<file path="config.mk">
export PLATFORM = sky130hd
export DESIGN_NAME = led_status_pwm
export DESIGN_NICKNAME = d
export VERILOG_FILES = /design/src/rtl/led_status_pwm.sv
export SDC_FILE = /design/constraint.sdc
export NUM_CORES = 1
export LEC_CHECK = 0
export ABC_CLOCK_PERIOD_IN_PS = 4550
export BUFFER_PORTS_ARGS = -buffer_cell sky130_fd_sc_hd__buf_2
export CORE_UTILIZATION = 68
export DETAILED_ROUTE_END_ITERATION = 8
export GPL_TIMING_DRIVEN = 0
export PLACE_DENSITY_LB_ADDON = 0.1
export SLEW_MARGIN = 20
export SYNTH_ARGS = -nofsm -noshare
export SYNTH_HDL_FRONTEND = slang
export SYNTH_SLANG_ARGS = --single-unit
</file>
<file path="constraint.sdc">
create_clock -name clk_48mhz -period 4.55 [get_ports clk_48mhz]
set_input_delay 1.365 -clock clk_48mhz [delete_from_list [all_inputs] [get_ports clk_48mhz]]
set_output_delay 1.365 -clock clk_48mhz [all_outputs]
set_load 0.01 [all_outputs]
</file>
<file path="src/rtl/led_status_pwm.sv">
`default_nettype none
// ============================================================================
// Module   : led_status_pwm
// Purpose  : Multi-channel status-LED driver. Each channel runs in one of four
//            modes: OFF, ON, BLINK or BREATHE. All channels share one
//            free-running PWM counter and one tick prescaler. Channel settings
//            are written one channel at a time over a valid/ready interface.
// Revision : 1.0 - initial release
// ----------------------------------------------------------------------------
// Parameters
//   CHANNELS       number of LED channels (1..8)
//   PWM_BITS       PWM resolution and brightness level width
//   TICK_DIV       clk cycles per tick (>= 2)
//   RESET_ON_MASK  channels that come out of reset ON at full level
// Ports
//   clk_48mhz   in   system clock
//   reset_n     in   asynchronous active-low reset
//   cfg_valid   in   config request
//   cfg_ready   out  config can be accepted (1 from the first edge after reset)
//   cfg_chan    in   [2:0] target channel
//   cfg_mode    in   [1:0] 00 OFF, 01 ON, 10 BLINK, 11 BREATHE
//   cfg_level   in   [PWM_BITS-1:0] peak brightness
//   cfg_period  in   [7:0] BLINK half-period / BREATHE step, in ticks
//   cfg_err     out  1-cycle pulse when a request names a channel that does
//                    not exist
//   led_out     out  [CHANNELS-1:0] registered PWM outputs, active high
// Build option
//   LED_GAMMA_EN  adds a registered square-law brightness stage
//                 (one extra cycle of latency)
// ============================================================================
module led_status_pwm #(
   parameter int                  CHANNELS      = 3,
   parameter int                  PWM_BITS      = 8,
   parameter int                  TICK_DIV      = 48000,
   parameter logic [CHANNELS-1:0] RESET_ON_MASK = '0
) (
   input  logic                clk_48mhz,
   input  logic                reset_n,
   input  logic                cfg_valid,
   output logic                cfg_ready,
   input  logic [2:0]          cfg_chan,
   input  logic [1:0]          cfg_mode,
   input  logic [PWM_BITS-1:0] cfg_level,
   input  logic [7:0]          cfg_period,
   output logic                cfg_err,
   output logic [CHANNELS-1:0] led_out
);

   localparam int               PRE_W   = $clog2(TICK_DIV);
   localparam logic [PRE_W-1:0] PRE_MAX = PRE_W'(TICK_DIV - 1);

   typedef enum logic [1:0] {
      MODE_OFF     = 2'b00,
      MODE_ON      = 2'b01,
      MODE_BLINK   = 2'b10,
      MODE_BREATHE = 2'b11
   } mode_t;

   logic [PRE_W-1:0]    prescaler;
   logic                tick;
   logic [PWM_BITS-1:0] pwm_cnt;
   logic                chan_ok;
   logic                xfer;
   logic [CHANNELS-1:0] led_next;

   assign tick    = (prescaler == PRE_MAX);
   assign chan_ok = ({1'b0, cfg_chan} < 4'(CHANNELS));
   assign xfer    = cfg_valid && cfg_ready;

   // Shared timebase: tick prescaler and free-running PWM counter.
   always_ff @(posedge clk_48mhz or negedge reset_n) begin
      if (!reset_n) begin
         prescaler <= '0;
         pwm_cnt   <= '0;
      end else begin
         prescaler <= tick ? '0 : prescaler + PRE_W'(1);
         pwm_cnt   <= pwm_cnt + PWM_BITS'(1);
      end
   end

   // Handshake: ready is held low only during reset; a request to a missing
   // channel is dropped and flagged on the following cycle.
   always_ff @(posedge clk_48mhz or negedge reset_n) begin
      if (!reset_n) begin
         cfg_ready <= 1'b0;
         cfg_err   <= 1'b0;
      end else begin
         cfg_ready <= 1'b1;
         cfg_err   <= xfer && !chan_ok;
      end
   end

   for (genvar i = 0; i < CHANNELS; i++) begin : g_chan
      mode_t               mode;
      logic [PWM_BITS-1:0] level;
      logic [PWM_BITS-1:0] ramp;
      logic [PWM_BITS-1:0] duty;
      logic [PWM_BITS-1:0] duty_next;
      logic [PWM_BITS-1:0] duty_eff;
      logic [7:0]          period;
      logic [7:0]          tick_cnt;
      logic                phase;
      logic                dir_down;
      logic                sel;
      logic                period_hit;

      assign sel        = xfer && chan_ok && (cfg_chan == 3'(i));
      assign period_hit = ((tick_cnt + 8'd1) == period);

      always_comb begin
         duty_next = '0;
         case (mode)
            MODE_ON:      duty_next = level;
            MODE_BLINK:   duty_next = phase ? level : '0;
            MODE_BREATHE: duty_next = ramp;
            default:      duty_next = '0;
         endcase
      end

      // A config write takes priority over a tick on the same edge, so the
      // restarted channel simply misses that tick.
      always_ff @(posedge clk_48mhz or negedge reset_n) begin
         if (!reset_n) begin
            mode     <= RESET_ON_MASK[i] ? MODE_ON : MODE_OFF;
            level    <= {PWM_BITS{RESET_ON_MASK[i]}};
            period   <= 8'd1;
            tick_cnt <= '0;
            phase    <= 1'b1;
            ramp     <= '0;
            dir_down <= 1'b0;
            duty     <= '0;
         end else begin
            duty <= duty_next;
            if (sel) begin
               mode     <= mode_t'(cfg_mode);
               level    <= cfg_level;
               period   <= (cfg_period == 8'd0) ? 8'd1 : cfg_period;
               tick_cnt <= '0;
               phase    <= 1'b1;
               ramp     <= '0;
               dir_down <= 1'b0;
            end else if (tick && (mode == MODE_BLINK || mode == MODE_BREATHE)) begin
               if (period_hit) begin
                  tick_cnt <= '0;
                  if (mode == MODE_BLINK) begin
                     phase <= !phase;
                  end else if (!dir_down) begin
                     // Ramp stops at level; level 0 keeps the ramp at 0.
                     if (ramp < level) begin
                        ramp <= ramp + PWM_BITS'(1);
                        if ((ramp + PWM_BITS'(1)) == level)
                           dir_down <= 1'b1;
                     end
                  end else begin
                     if (ramp != '0) begin
                        ramp <= ramp - PWM_BITS'(1);
                        if (ramp == PWM_BITS'(1))
                           dir_down <= 1'b0;
                     end
                  end
               end else begin
                  tick_cnt <= tick_cnt + 8'd1;
               end
            end
         end
      end

`ifdef LED_GAMMA_EN
      logic [2*PWM_BITS-1:0] duty_sq;
      assign duty_sq = {{PWM_BITS{1'b0}}, duty} * {{PWM_BITS{1'b0}}, duty};

      // Full scale is pinned to full scale so ON/255 stays at maximum.
      always_ff @(posedge clk_48mhz or negedge reset_n) begin
         if (!reset_n)
            duty_eff <= '0;
         else if (duty == '1)
            duty_eff <= '1;
         else
            duty_eff <= duty_sq[2*PWM_BITS-1:PWM_BITS];
      end
`else
      assign duty_eff = duty;
`endif

      assign led_next[i] = (pwm_cnt < duty_eff);
   end

   always_ff @(posedge clk_48mhz or negedge reset_n) begin
      if (!reset_n)
         led_out <= '0;
      else
         led_out <= led_next;
   end

endmodule
`default_nettype wire
</file>
==> results of run 1 <==
-- logic make-up after synthesis --
family / count (synthesis) / share of synthesized area (%)
flip-flops: 161 / 40.46
adder cells (fa/ha/maj): 62 / 7.776
other: 1 / 0.03759
AO/OA/AOI/OAI: 230 / 15.26
multiplexers: 24 / 2.421
XOR/XNOR: 86 / 7.550
buffers and inverters: 113 / 4.603
AND/OR/NAND/NOR: 438 / 21.89
-- final timing paths --
check | from | to | slack (ns) | depth (start not counted)
max in group asynchronous | reset_n | g_chan[0].period[0] | 2.80 | 2
worst max register to register | g_chan[2].tick_cnt[0] | g_chan[2].ramp[2] | 0.99 | 8
worst max-delay path | g_chan[2].tick_cnt[0] | g_chan[2].ramp[2] | 0.99 | 8
worst min register to register | prescaler[4] | prescaler[4] | 0.49 | 1
worst min-delay path | prescaler[4] | prescaler[4] | 0.49 | 1
min in group asynchronous | reset_n | g_chan[2].ramp[2] | 0.91 | 1
-- area by class of cell --
| cell class | instances | area [um^2] |
|---|---|---|
| Multi-Input combinational cell | 841 | 5480 |
| Sequential cell | 161 | 4036 |
| Fill cell | 1017 | 3134 |
| Clock buffer | 25 | 505.5 |
| Buffer | 55 | 241.5 |
| Tap cell | 180 | 225.2 |
| Inverter | 58 | 217.7 |
| Timing Repair Buffer | 29 | 177.7 |
| Clock inverter | 5 | 77.57 |
-- synth_stat cells (13+ instances only) --
master	n
sky130_fd_sc_hd__nor2_1	54
sky130_fd_sc_hd__a21oi_1	45
sky130_fd_sc_hd__inv_1	58
sky130_fd_sc_hd__xor2_1	36
sky130_fd_sc_hd__dfrtp_1	155
sky130_fd_sc_hd__xnor2_1	50
sky130_fd_sc_hd__or3_1	18
sky130_fd_sc_hd__ha_1	62
sky130_fd_sc_hd__nand2b_1	14
sky130_fd_sc_hd__o21ai_0	69
sky130_fd_sc_hd__clkbuf_1	45
sky130_fd_sc_hd__nand3_1	43
sky130_fd_sc_hd__nand4_1	13
sky130_fd_sc_hd__mux2i_1	23
sky130_fd_sc_hd__a22o_1	28
sky130_fd_sc_hd__nor3_1	30
sky130_fd_sc_hd__nand2_1	179
-- state kept, by name, summed over array words and instances, names as in the netlist --
name,cells
g_chan.duty,24
g_chan.level,24
g_chan.period,24
g_chan.ramp,24
g_chan.tick_cnt,24
prescaler,16
pwm_cnt,8
g_chan.mode,6
g_chan.dir_down,3
g_chan.phase,3
led_out,3
cfg_err,1
cfg_ready,1
-- worst reg2reg max path, cell delays in order (launching register included) --
cell                        delay (ns)
sky130_fd_sc_hd__dfrtp_1          0.47
sky130_fd_sc_hd__ha_1             0.26
sky130_fd_sc_hd__nand3_1          0.20
sky130_fd_sc_hd__or3_1            0.37
sky130_fd_sc_hd__a311o_1          0.40
sky130_fd_sc_hd__a2111oi_0        0.93
sky130_fd_sc_hd__clkbuf_1         0.45
sky130_fd_sc_hd__a21oi_1          0.13
sky130_fd_sc_hd__a31o_2           0.23
-- where the power goes --
group | switching (W) | internal (W)
logic | 0.000619 | 0.000476
clock network | 0.000554 | 0.000873
registers | 0.000204 | 0.00166
total | 0.00138 | 0.00300
-- per-stage QoR --
stage	hold slack (ns)	setup WS, ns
after floorplan	0.4515	1.608
after global placement	0.4762	-0.2370
after detailed placement	0.4746	0.8698
after CTS	0.4852	1.095
after global routing	0.5003	0.8480
final	0.4857	0.9939
-- metal layers --
metal	track usage, %	up-vias	routed length, um
li1	-	4009	-
met1	45.24	4144	10600
met2	55.73	275	11580
met3	6.411	46	1257
met4	12.50	2	620
met5	0	-	13
==> impl_results.md, run 1 <==
- Design Power: 0.004382 W
- Average footprint of a synthesized cell: 8.947 um^2
- Synth top area share: 38.88%
- Top cells by area in the synthesized netlist: sky130_fd_sc_hd__dfrtp_1, sky130_fd_sc_hd__ha_1, sky130_fd_sc_hd__nand2_1
- Share of the cycle needed by the critical path after routing: 78.16%
- Iteration-0 DRC count of the detailed router: 884
- Clock latency on the worst-skew pair: 0.43 ns
- DRC violation count after routing: 0
- CP Data Required Time: 4.87 ns
- Clk pin slew, worst setup/hold paths: 0.06 ns
- Clock tree from TritonCTS: done
- Wire length of the first global-routing pass: 39.68 mm
- Cell family contributing the most delay on the critical path: compound AO/OA/AOI/OAI gates
- Share of flip-flops with an asynchronous set or reset after synthesis: 100.0%
- Count of TritonRoute iterations in the first routing pass: 5
- Via count: 8,476
- Largest voltage drop on the vdd net: 294.2 uV
- Number of unique standard cell types used by synthesis: 70
- Status: finished, final reports clean
- DIE AREA: 15,160 um^2
- Net count of the finished layout: 1,249
- Startpoint class of the critical path: flip-flop
- Setup Skew: 0.01227 ns
- Post-synthesis net count: 1,201
- Max Buffers Root-to-Sink: 2
- Kind of end point of the critical path: flip-flop
- Starting density of the core: 70.77%
- Library cell used as clock root buffer: sky130_fd_sc_hd__clkbuf_16
- Wirelength, routed: 24.07 mm
- Leading cell type in the layout, fill and taps excluded: sky130_fd_sc_hd__nand2_1
- Portion of the post-synthesis area used by sequential elements: 40.46%
- Final Instance Count excl. Fillers: 1,354
- Final cell area excluding filler cells: 10,960 um^2
- Number of hold violations in the final report: 0
- Placed inst area: 10,380 um^2
- Horiz. Die Dim: 123.1 um
- Slowest cell on crit path: sky130_fd_sc_hd__a2111oi_0
- Share of final-layout standard cells stronger than drive strength 1: 7.922%
- Largest net degree at the start of global routing: 85
- H-tree levels: 4
- Routed wire per std cell: 17.78 um
- Delay contributed by the slowest stage of the critical path: 0.93 ns
- Number of input and output port buffers inserted: 28
- Total core area: 14,100 um^2
- Maximum Capacitance Violations: 0
- Number of enable-type register cells in the synthesized netlist: 0
- Max-slew violation count: 0
- Half-perimeter wire length after detailed placement: 17.05 mm
- Sinks on Clock Net: 161
- Area growth syn-to-layout: 9.884%
- Highest-count cells in the layout ignoring fill and taps: sky130_fd_sc_hd__nand2_1, sky130_fd_sc_hd__dfrtp_1, sky130_fd_sc_hd__o21ai_0
- Vias per cell: 6.260
- Post-route ant nets: 0
- Post-synthesis instance total: 1,115
- Most common flop cell mapped by yosys: sky130_fd_sc_hd__dfrtp_1
- Pwr per Cell Area: 399.7 nW/um^2
- Number of antenna violations at the first check in global routing: 1
- Tightest slew margin relative to the limit: 26.85%
- ANT cells: 0
- Global Route Usage Sum: 34.11%
- Sum of negative setup slack: 0 ns
- Upper clock frequency limit: 281.2 MHz
- Tightest Hold Check Type: reg -> reg
- I/O pin count: 29
- Final Util: 77.77%
- Via count of the first global-routing pass: 8,092
- Crit-path cells: ha_1 -> nand3_1 -> or3_1 -> a311o_1 -> a2111oi_0 -> clkbuf_1 -> a21oi_1 -> a31o_2
- Standard-cell row count: 43
- Count of synthesis-stage warnings from yosys: 0
- Worst setup path category: reg -> reg
- Number of buffers added for setup after CTS: 0
- Total buffers and inverters traversed by the critical path: 1
- Number of cells in the design after placement: 1,324
- Routability cong.: 0.9536
- Cell type with the highest aggregate area in the netlist: sky130_fd_sc_hd__dfrtp_1
- Hold Buf Count CTS: 0
- Synthesized area: 9976 um^2
- Number of clock buffers inserted by TritonCTS: 17
- Actual transition at the worst max-transition pin: 1.070 ns
- Unrepaired setup endpoints after global routing: false
- Fin crit period: 3.556 ns
- Final setup vio count: 0
- Die Height: 123.1 um
- Synthesized flop and latch total: 161
- Number of gates resized after CTS: 0
- Leak pwr: 4.897 nW
- Data arrival time of the worst path: 3.87 ns
- Sum of overflow across all layers after global routing: 0
- CP Max Fanout: 10
Power figures use the tool's default switching activity.
==> run 2: changes to the inputs <==
--- a/config.mk
+++ b/config.mk
@@ -5,9 +5,9 @@
 export SDC_FILE = /design/constraint.sdc
 export NUM_CORES = 1
 export LEC_CHECK = 0
-export ABC_CLOCK_PERIOD_IN_PS = 4550
+export ABC_CLOCK_PERIOD_IN_PS = 3150
 export BUFFER_PORTS_ARGS = -buffer_cell sky130_fd_sc_hd__buf_2
-export CORE_UTILIZATION = 68
+export CORE_UTILIZATION = 57
 export DETAILED_ROUTE_END_ITERATION = 8
 export GPL_TIMING_DRIVEN = 0
 export PLACE_DENSITY_LB_ADDON = 0.1
==> constraint.sdc (replaced) <==
create_clock -name clk_48mhz -period 3.15 [get_ports clk_48mhz]
set_input_delay 0.945 -clock clk_48mhz [delete_from_list [all_inputs] [get_ports clk_48mhz]]
set_output_delay 0.945 -clock clk_48mhz [all_outputs]
set_load 0.01 [all_outputs]
==> impl_results.md, run 2 (synthesis gave the netlist of run 1 again) <==
- Status: finished, final reports clean
- Library cell used as clock root buffer: sky130_fd_sc_hd__clkbuf_16
- Final cell area excluding filler cells: 11,040 um^2
- Worst R2R Path Depth: 10
- Total core area: 17,180 um^2
- Net count of the finished layout: 1,249
- CP Data Required Time: 3.50 ns
- Highest-count cells in the layout ignoring fill and taps: sky130_fd_sc_hd__nand2_1, sky130_fd_sc_hd__dfrtp_1, sky130_fd_sc_hd__o21ai_0
- Share of final-layout standard cells stronger than drive strength 1: 9.014%
- DIE AREA: 18,030 um^2
- Number of hold violations in the final report: 0
- Iteration-0 DRC count of the detailed router: 619
- Sum of overflow across all layers after global routing: 0
- Worst setup path category: reg -> reg
- Upper clock frequency limit: 335.0 MHz
- Design Power: 0.006244 W
- Largest voltage drop on the vdd net: 436.3 uV
- Placed inst area: 10,440 um^2
- Via count of the first global-routing pass: 7,937
- Share of the cycle needed by the critical path after routing: 94.75%
- Reg-to-Reg Start: g_chan[0].tick_cnt[3]
- Maximum Capacitance Violations: 0
- Final setup vio count: 0
- Start point of the critical path: g_chan[0].tick_cnt[3]
- Number of antenna violations at the first check in global routing: 0
- Area growth syn-to-layout: 10.71%
- CP Max Fanout: 10
- Sinks on Clock Net: 161
- Routability cong.: 0.8882
- Crit-path cells: buf_2 -> and4_1 -> clkbuf_1 -> nand2_1 -> xnor2_1 -> a2111oi_2 -> nand4_1 -> clkbuf_1 -> or3_1 -> a21oi_1
- Number of clock buffers inserted by TritonCTS: 17
- Count of TritonRoute iterations in the first routing pass: 5
- ANT cells: 0
- Worst reg2reg endpoint: g_chan[0].ramp[4]
- Clock latency on the worst-skew pair: 0.43 ns
- Tightest Hold Check Type: in -> async
- Half-perimeter wire length after detailed placement: 17.56 mm
- Slowest cell on crit path: sky130_fd_sc_hd__a2111oi_2
- Data arrival time of the worst path: 3.33 ns
- Horiz. Die Dim: 134.3 um
- Sum of negative setup slack: 0 ns
- Max-slew violation count: 0
- Delay contributed by the slowest stage of the critical path: 0.55 ns
- Fin crit period: 2.985 ns
- Leading cell type in the layout, fill and taps excluded: sky130_fd_sc_hd__nand2_1
- Via count: 8,237
- Kind of end point of the critical path: flip-flop
- Largest net degree at the start of global routing: 90
- Max Buffers Root-to-Sink: 2
- Most Frequent Cell on Critical Path: sky130_fd_sc_hd__clkbuf_1
- Leak pwr: 4.902 nW
- Wire length of the first global-routing pass: 40.02 mm
- Clk pin slew, worst setup/hold paths: 0.07 ns
- DRC violation count after routing: 0
- Wirelength, routed: 23.98 mm
- Die Height: 134.3 um
- Startpoint class of the critical path: flip-flop
- Vias per cell: 5.879
- Standard-cell row count: 48
- I/O pin count: 29
- Global Route Usage Sum: 28.43%
- Setup slack on the worst flop-to-flop path: 0.17 ns
- Tightest slew margin relative to the limit: 31.84%
- Actual transition at the worst max-transition pin: 1.015 ns
- Post-route ant nets: 0
- Number of input and output port buffers inserted: 28
- Routed wire per std cell: 17.12 um
- Pwr per Cell Area: 565.4 nW/um^2
- H-tree levels: 4
- Clock tree from TritonCTS: done
- Starting density of the core: 58.08%
- Unrepaired setup endpoints after global routing: false
- Setup Skew: 0.009550 ns
-- run 2: cell types whose count changed in the layout (fill, tap and decap cells not counted), sizes merged --
cell / before / now
bufinv: 2 / 1
clkinvlp: 1 / 4
inv: 58 / 61
clkbuf: 70 / 62
clkinv: 2 / 7
-- run 2: how the worst max path moves through the flow --
| stage | slack [ns] | depth (start not counted) | end |
|---|---|---|---|
| 2_1_floorplan | 0.36 | 10 | g_chan[1].ramp[6] |
| 3_3_place_gp | -1.31 | 1 | g_chan[1].tick_cnt[6] |
| 3_5_place_dp | -0.20 | 8 | g_chan[2].ramp[3] |
| 4_1_cts | 0.05 | 10 | g_chan[1].ramp[6] |
| 5_1_grt | 0.02 | 9 | g_chan[0].ramp[4] |
| 6_report | 0.17 | 10 | g_chan[0].ramp[4] |
-- run 2: worst max-delay path, delay by kind of cell, from the launching register on --
| family | cells | cell delay, ns |
|---|---|---|
| and+or+nand+nor | 4 | 1.00 |
| buffers and inverters | 3 | 0.70 |
| AOI/OAI and AO/OA | 2 | 0.70 |
| DFF | 1 | 0.32 |
| xor gates and xnor gates | 1 | 0.17 |
-- run 2: stage by stage --
stage          hold WS (ns)  cells  util (%)  setup slack (ns)
6_report             0.4524   1401     64.30            0.1653
5_1_grt              0.5061   1401     64.30           0.02235
4_1_cts              0.4802   1401     64.10           0.05175
3_5_place_dp         0.4844   1369     60.75           -0.1961
3_3_place_gp         0.4734   1368     60.53            -1.314
2_1_floorplan        0.4515   1115         -            0.3621
-- run 2: timing repair --
item,4_1_cts,5_1_grt
pin swaps,0,0
resized for setup,3,11
setup endpoints to repair,8,24
buffers inserted,0,0
hold buffers,0,0
cloned,0,0
hold endpoints to repair,0,0
-- run 2: power breakdown --
part           switching (W)  internal [W]
registers           0.000297       0.00239
logic               0.000876      0.000693
clock network       0.000895       0.00109
total                0.00207       0.00418
-- run 2: layout make-up --
type                       count  area [um^2]
fill                        1465         6132
clock buffer                  17        425.4
timing repair buffer          29        177.7
inverter                      58        217.7
tap                          225        281.5
multi-input combinational    841         5524
sequential                   161         4038
buffer                        55        244.0
clock inverter                15        136.4
-- run 2: per-layer routing --
layer  share of wire [%]  vias up  GRT usage (%)
li1                    -     4022              -
met1                  48     4001          39.52
met2                  47      183          45.31
met3                 3.4       31          4.951
met4                 1.6        0          8.801
met5                   0        -              0
